===== src/rtl/pipeline_hazard_unit.sv =====
// Hazard and forwarding controller for a 5-stage MIPS pipeline.
// Tracks destination/control bits in a private shadow pipeline beside the datapath.
module pipeline_hazard_unit #(
  parameter int REG_ADDR_W  = 5,
  parameter int BR_IN_EX    = 1,
  parameter int ZERO_REG_HW = 1,
  parameter int COUNT_W     = 16
) (
  input  logic                  clk,
  input  logic                  reset,
  input  logic [REG_ADDR_W-1:0] id_rs,
  input  logic [REG_ADDR_W-1:0] id_rt,
  input  logic                  id_uses_rs,
  input  logic                  id_uses_rt,
  input  logic [REG_ADDR_W-1:0] id_dest,
  input  logic                  id_reg_write,
  input  logic                  id_mem_read,
  input  logic                  id_jump,
  input  logic                  br_taken,
  output logic                  stall_pc,
  output logic                  stall_ifid,
  output logic                  flush_ifid,
  output logic                  flush_idex,
  output logic                  flush_exmem,
  output logic [1:0]            fwd_a,
  output logic [1:0]            fwd_b,
  output logic [COUNT_W-1:0]    stall_cnt,
  output logic [COUNT_W-1:0]    flush_cnt
);

  logic [REG_ADDR_W-1:0] ex_rs, ex_rt, ex_dest, mem_dest, wb_dest;
  logic                  ex_uses_rs, ex_uses_rt, ex_rw, ex_mr;
  logic                  mem_rw, mem_mr, wb_rw;
  logic                  lu, stall;

  function automatic logic match(input logic [REG_ADDR_W-1:0] x,
                                 input logic [REG_ADDR_W-1:0] d);
    return (x == d) && !((ZERO_REG_HW != 0) && (d == '0));
  endfunction

  // EX/MEM wins over MEM/WB; a load sitting in MEM is never a forwarding source.
  function automatic logic [1:0] fwd_sel(input logic                  uses,
                                         input logic [REG_ADDR_W-1:0] src,
                                         input logic                  m_rw,
                                         input logic                  m_mr,
                                         input logic [REG_ADDR_W-1:0] m_dest,
                                         input logic                  w_rw,
                                         input logic [REG_ADDR_W-1:0] w_dest);
    if (uses && m_rw && !m_mr && match(src, m_dest))
      return 2'b10;
    else if (uses && w_rw && match(src, w_dest))
      return 2'b01;
    else
      return 2'b00;
  endfunction

  always_comb begin
    lu = ex_mr && ex_rw &&
         ((id_uses_rs && match(id_rs, ex_dest)) ||
          (id_uses_rt && match(id_rt, ex_dest)));
    stall       = lu && !br_taken;
    stall_pc    = stall;
    stall_ifid  = stall;
    flush_ifid  = br_taken || (id_jump && !lu);
    flush_idex  = br_taken || lu;
    flush_exmem = (BR_IN_EX == 0) && br_taken;
    fwd_a = fwd_sel(ex_uses_rs, ex_rs, mem_rw, mem_mr, mem_dest, wb_rw, wb_dest);
    fwd_b = fwd_sel(ex_uses_rt, ex_rt, mem_rw, mem_mr, mem_dest, wb_rw, wb_dest);
  end

  always_ff @(posedge clk) begin
    if (reset) begin
      ex_rs      <= '0;
      ex_rt      <= '0;
      ex_dest    <= '0;
      ex_uses_rs <= 1'b0;
      ex_uses_rt <= 1'b0;
      ex_rw      <= 1'b0;
      ex_mr      <= 1'b0;
      mem_dest   <= '0;
      mem_rw     <= 1'b0;
      mem_mr     <= 1'b0;
      wb_dest    <= '0;
      wb_rw      <= 1'b0;
      stall_cnt  <= '0;
      flush_cnt  <= '0;
    end else begin
      // Address fields always advance; only the control bits are bubbled.
      ex_rs      <= id_rs;
      ex_rt      <= id_rt;
      ex_dest    <= id_dest;
      ex_uses_rs <= id_uses_rs   && !flush_idex;
      ex_uses_rt <= id_uses_rt   && !flush_idex;
      ex_rw      <= id_reg_write && !flush_idex;
      ex_mr      <= id_mem_read  && !flush_idex;
      mem_dest   <= ex_dest;
      mem_rw     <= ex_rw && !flush_exmem;
      mem_mr     <= ex_mr && !flush_exmem;
      wb_dest    <= mem_dest;
      wb_rw      <= mem_rw;
      if (stall && (stall_cnt != '1))
        stall_cnt <= stall_cnt + COUNT_W'(1);
      if (flush_ifid && (flush_cnt != '1))
        flush_cnt <= flush_cnt + COUNT_W'(1);
    end
  end

endmodule


===== config.mk =====
export PLATFORM = sky130hd
export DESIGN_NAME = pipeline_hazard_unit
export DESIGN_NICKNAME = d
export VERILOG_FILES = /design/src/rtl/pipeline_hazard_unit.sv
export SDC_FILE = /design/constraint.sdc
export NUM_CORES = 1
export LEC_CHECK = 0
export ABC_CLOCK_PERIOD_IN_PS = 2300
export CAP_MARGIN = 40
export CORE_MARGIN = 2
export CORE_UTILIZATION = 45
export CTS_CLUSTER_DIAMETER = 120
export CTS_CLUSTER_SIZE = 30
export DETAILED_ROUTE_END_ITERATION = 12
export GPL_TIMING_DRIVEN = 1
export PLACE_DENSITY_LB_ADDON = 0.08
export SYNTH_ARGS = -nofsm -noshare
export SYNTH_HDL_FRONTEND = slang
export SYNTH_SLANG_ARGS = --single-unit
export TNS_END_PERCENT = 20

===== constraint.sdc =====
create_clock -name clk -period 2.3 [get_ports clk]
set_clock_uncertainty 0.05 [all_clocks]
set_input_delay 0.46 -clock clk [delete_from_list [all_inputs] [get_ports clk]]
set_output_delay 0.46 -clock clk [all_outputs]
set_load 0.01 [all_outputs]

# After elaboration in Yosys (flattened, before gate mapping)

Index checks and enable logic that the tools add are counted.

Register bits after elaboration: 64
Bits of input ports: 23
Output and inout bits: 41

$add $sub $neg: 2
Equal/unequal tests: 8
Muxes and demuxes: 4
Reduce and logical (&&, ||, !) cells: 41

Operators with widths:

| operator                                                         | number |
|---|---|
| 16-bit by 1-bit adder with 16-bit output (second input constant) | 2 |
| 16-bit inequality test (second input constant)                   | 2 |
| 5-bit equality test                                              | 6 |
| 1-bit logical AND                                                | 28 |
| 5-bit logical NOT                                                | 3 |
| 1-bit logical NOT                                                | 7 |
| 2-bit 2-to-1 mux                                                 | 2 |
| 1-bit logical OR                                                 | 3 |
| 1-bit 2-to-1 mux                                                 | 2 |

# Logic depth before layout (Yosys ltp)

Depth in word-level cells: 10
Gate-level depth with buffers: 9
Depth with buffers taken out: 7

# Worst setup path before layout

No wires, ideal clock.

Path kind: input port to output port
From: input port id_rs[1]
To: output port stall_pc
Arrival: 1.910 ns
Required time: 1.790 ns
Setup slack: -0.120 ns
Cell stages on the path: 8
Cells stage by stage: xnor2_1 -> nand4_1 -> o22ai_1 -> or2b_2 -> inv_2 -> buf_2 -> buf_2 -> buf_4

Cells in the longest elaborated chain, start to end: 6

Ends and longest elaborated chain:

| item                | RTL line | text |
|---|---|---|
| from (decl)         | 11       | `input logic [REG_ADDR_W-1:0] id_rs,` |
| 5-bit equality test | 38       | `return (x == d) && !((ZERO_REG_HW != 0) && (d == '0));` |
| 1-bit logical AND   | 38       |  |
| 1-bit logical AND   | 59       | `((id_uses_rs && match(id_rs, ex_dest)) \|\|` |
| 1-bit logical OR    | 59       |  |
| 1-bit logical AND   | 58       | `lu = ex_mr && ex_rw &&` |
| 1-bit logical AND   | 61       | `stall = lu && !br_taken;` |
| to (decl)           | 20       | `output logic stall_pc,` |

Every way passes these cells.

# Worst setup path in the final report

From: input port id_rt[2]
To: output port flush_ifid

Cells in the longest elaborated chain, start to end: 8

Ends and longest elaborated chain:

| item                | RTL line | text |
|---|---|---|
| from (decl)         | 12       | `input logic [REG_ADDR_W-1:0] id_rt,` |
| 5-bit equality test | 38       |  |
| 1-bit logical AND   | 38       |  |
| 1-bit logical AND   | 60       | `(id_uses_rt && match(id_rt, ex_dest)));` |
| 1-bit logical OR    | 59       |  |
| 1-bit logical AND   | 58       |  |
| 1-bit logical NOT   | 64       | `flush_ifid = br_taken \|\| (id_jump && !lu);` |
| 1-bit logical AND   | 64       |  |
| 1-bit logical OR    | 64       |  |
| to (decl)           | 22       | `output logic flush_ifid,` |

Every way passes these cells.

==> results.json <==
{
  "outcome": "finished with violations",
  "violations": "negative setup slack",
  "yosysWarningCount": 0,
  "core_mm2": 0.00635,
  "layout_commonest_cell": "dfxtp_1",
  "dpl-instance-area_mm2": 0.00385,
  "clk_pin_slew_ns": 0.07,
  "vias": 2729,
  "dieArea_mm2": 0.00719,
  "finalMaxSlewViolations": 0,
  "antenna_found_initial": 0,
  "synth_edf_count": 0,
  "async_reset_ff_frac": 0,
  "dr.pass1.iters": 4,
  "layout_common_cells": "dfxtp_1, clkdlybuf4s50_1, buf_4",
  "io_buffers": 62,
  "dieHeight_um": 84.8,
  "drc": 0,
  "totalWireLength_mm": 7.52,
  "p_sw_frac": 0.248,
  "min_period_ns": 2.44,
  "synth_area_per_cell_um2": 9.07,
  "met2_usage": 0.355,
  "fin_nets": 449,
  "diodes": 0,
  "final-seq-area_mm2": 0.00129,
  "insertion_delay_ns": 0.33,
  "grt_pass1_vias": 2606,
  "gp_congestion": 0.847,
  "combPwrFrac": 0.104,
  "rsz0062_at_grt": "yes",
  "ys_seq_area_frac": 0.436,
  "mappedNetlistArea_mm2": 0.00294,
  "wl_per_cell_um": 14.9,
  "min-delay-start": "mem_rw",
  "cts_buffer_depth": 2,
  "synthDominantCellAreaShare": 0.436,
  "power_frac_seq": 0.534,
  "ys_seq_elements": 64,
  "holdBufCountCts": 0,
  "synth-main-ff-cell": "dfxtp_1",
  "r2r-start": "ex_dest[0]",
  "ys_types": 40,
  "hold_viol_final": 0,
  "overflow": 0,
  "grt_max_degree": 24,
  "cts_buffers": 9,
  "worstPathMaxFanout": 6,
  "drt-vias-per-instance": 5.40,
  "start_kind": "input port",
  "final_area_mm2": 0.00419,
  "cts_num_sinks": 64,
  "ios": 64,
  "fillers": 538,
  "tritoncts": "built",
  "grt_pass1_wl_mm": 12.1,
  "top_usage_layer": "met2",
  "switching_power_mw": 0.540,
  "p_per_area_mw_per_mm2": 521,
  "dieWidth_um": 84.8,
  "postRouteAntennaNets": 0,
  "power_leakage_nw": 1.55,
  "synth_nets": 349,
  "intPower_mw": 1.64,
  "synth_cells": 324,
  "drive_above_1_share": 0.245,
  "cp-end-kind": "output pin",
  "worstPathArrival_ns": 1.93,
  "cp-startpoint": "id_rt[2]",
  "multiInputGateArea_mm2": 0.00170,
  "worstSetupPathType": "input port to output pin",
  "max_freq_mhz": 410,
  "yosys.area.top_type": "dfxtp_1",
  "timing.final.crit_share": 1.06,
  "initial_core_util": 0.463,
  "grt_usage": 0.212,
  "dp_hpwl_mm": 5.32,
  "cts_max_level": 3,
  "met1_usage": 0.268,
  "min_path_type": "flip-flop to flip-flop",
  "cp.required_ns": 1.79,
  "clockPowerShare": 0.362,
  "synth.top_cells.by_area": "dfxtp_1, xnor2_1, nor2b_1",
  "drt_iter0_drc": 78,
  "whs_ns": 0.415,
  "irDropWorstVdd_mv": 0.369,
  "r2r_slack_ns": -0.01,
  "report.final.setup_viol": 8,
  "setup_ws_ns": -0.140,
  "maxCapViolations": 0,
  "num_rows": 29,
  "area.growth.synth_to_final_pct": 42.5,
  "met3_usage": 0.0501,
  "cts_root_buf": "clkbuf_8"
}
-- path summary, 6_finish.rpt --
check / cells past startpoint / endpoint
setup / recovery: 8 / flush_ifid
hold / removal: 1 / wb_rw
setup reg to reg: 9 / flush_cnt[11]
hold reg to reg: 1 / wb_rw
-- state kept, by name, summed over array words and instances (netlist names) --
name        count
ex_uses_rt      1
ex_rw           1
wb_dest         5
ex_rt           5
ex_rs           5
mem_dest        5
mem_mr          1
wb_rw           1
stall_cnt      16
ex_dest         5
mem_rw          1
flush_cnt      16
ex_mr           1
ex_uses_rs      1
-- per-layer routing --
metal  vias up  share of wire
li1       1379              -
met4         0          0.021
met2        55           0.49
met3        14          0.038
met5         -              0
met1      1281           0.46
-- what timing repair did --
action	in CTS	in global routing
resized for setup	56	27
buffers inserted	6	1
pin swaps	15	10
gates cloned	0	0
setup endpoints to repair	24	23
-- worst max-delay path: stages --
cell           delay [ns]
dlygate4sd2_1        0.25
xnor2_1              0.22
nand4_1              0.20
o22ai_2              0.22
or2b_4               0.32
inv_6                0.08
nor2_1               0.04
buf_2                0.13
-- logic make-up (layout without fill, tap and decap cells) --
logic type | Yosys count | count (layout) | synth area share
other cells | 1 | 1 | 0.00128
buf+inv | 22 | 126 | 0.0353
mux | 3 | 3 | 0.0111
fa+ha+maj | 2 | 2 | 0.00852
compound gates | 60 | 60 | 0.130
flops | 64 | 64 | 0.436
xor+xnor | 33 | 33 | 0.0984
simple gates | 139 | 139 | 0.279
-- power by group through the flow --
stage | registers, mW | clock network, mW | logic [mW]
detailed placement | 1.19 | 0 | 0.204
global placement | 1.19 | 0 | 0.201
floorplan | 1.19 | 0 | 0.105
global route | 1.17 | 0.858 | 0.247
CTS | 1.16 | 0.812 | 0.219
finish | 1.17 | 0.790 | 0.227
-- synthesized netlist by cell type (all sizes together), types with 5 or more instances --
library cell / n
clkbuf: 9
nor2: 10
nor2b: 31
or3: 10
xor2: 9
nand4: 8
o21ai: 11
o31ai: 15
nand3: 20
nor3: 5
and2: 6
and3: 6
inv: 5
buf: 8
or4: 20
nor4: 6
nand2: 12
a21oi: 25
dfxtp: 64
xnor2: 24
-- area by class of cell --
| type | instances | share of cell area |
|---|---|---|
| sequential | 64 | 0.309 |
| inverter | 5 | 0.00568 |
| multi-input combinational | 238 | 0.406 |
| timing repair buffer | 106 | 0.220 |
| clock inverter | 4 | 0.00538 |
| tap | 77 | 0.0230 |
| clock buffer | 11 | 0.0314 |
-- per-stage QoR --
stage	TNS [ns]	setup slack [ns]	power, mW	instances	util
floorplan	0	0.0385	1.29	324	-
global placement	-9.03	-0.695	1.39	483	0.606
detailed placement	-9.96	-0.703	1.39	483	0.606
CTS	-0.382	-0.0870	2.19	504	0.643
global route	-1.08	-0.218	2.27	505	0.660
finish	-0.396	-0.140	2.18	505	0.660
Power figures use the tool's default switching activity.
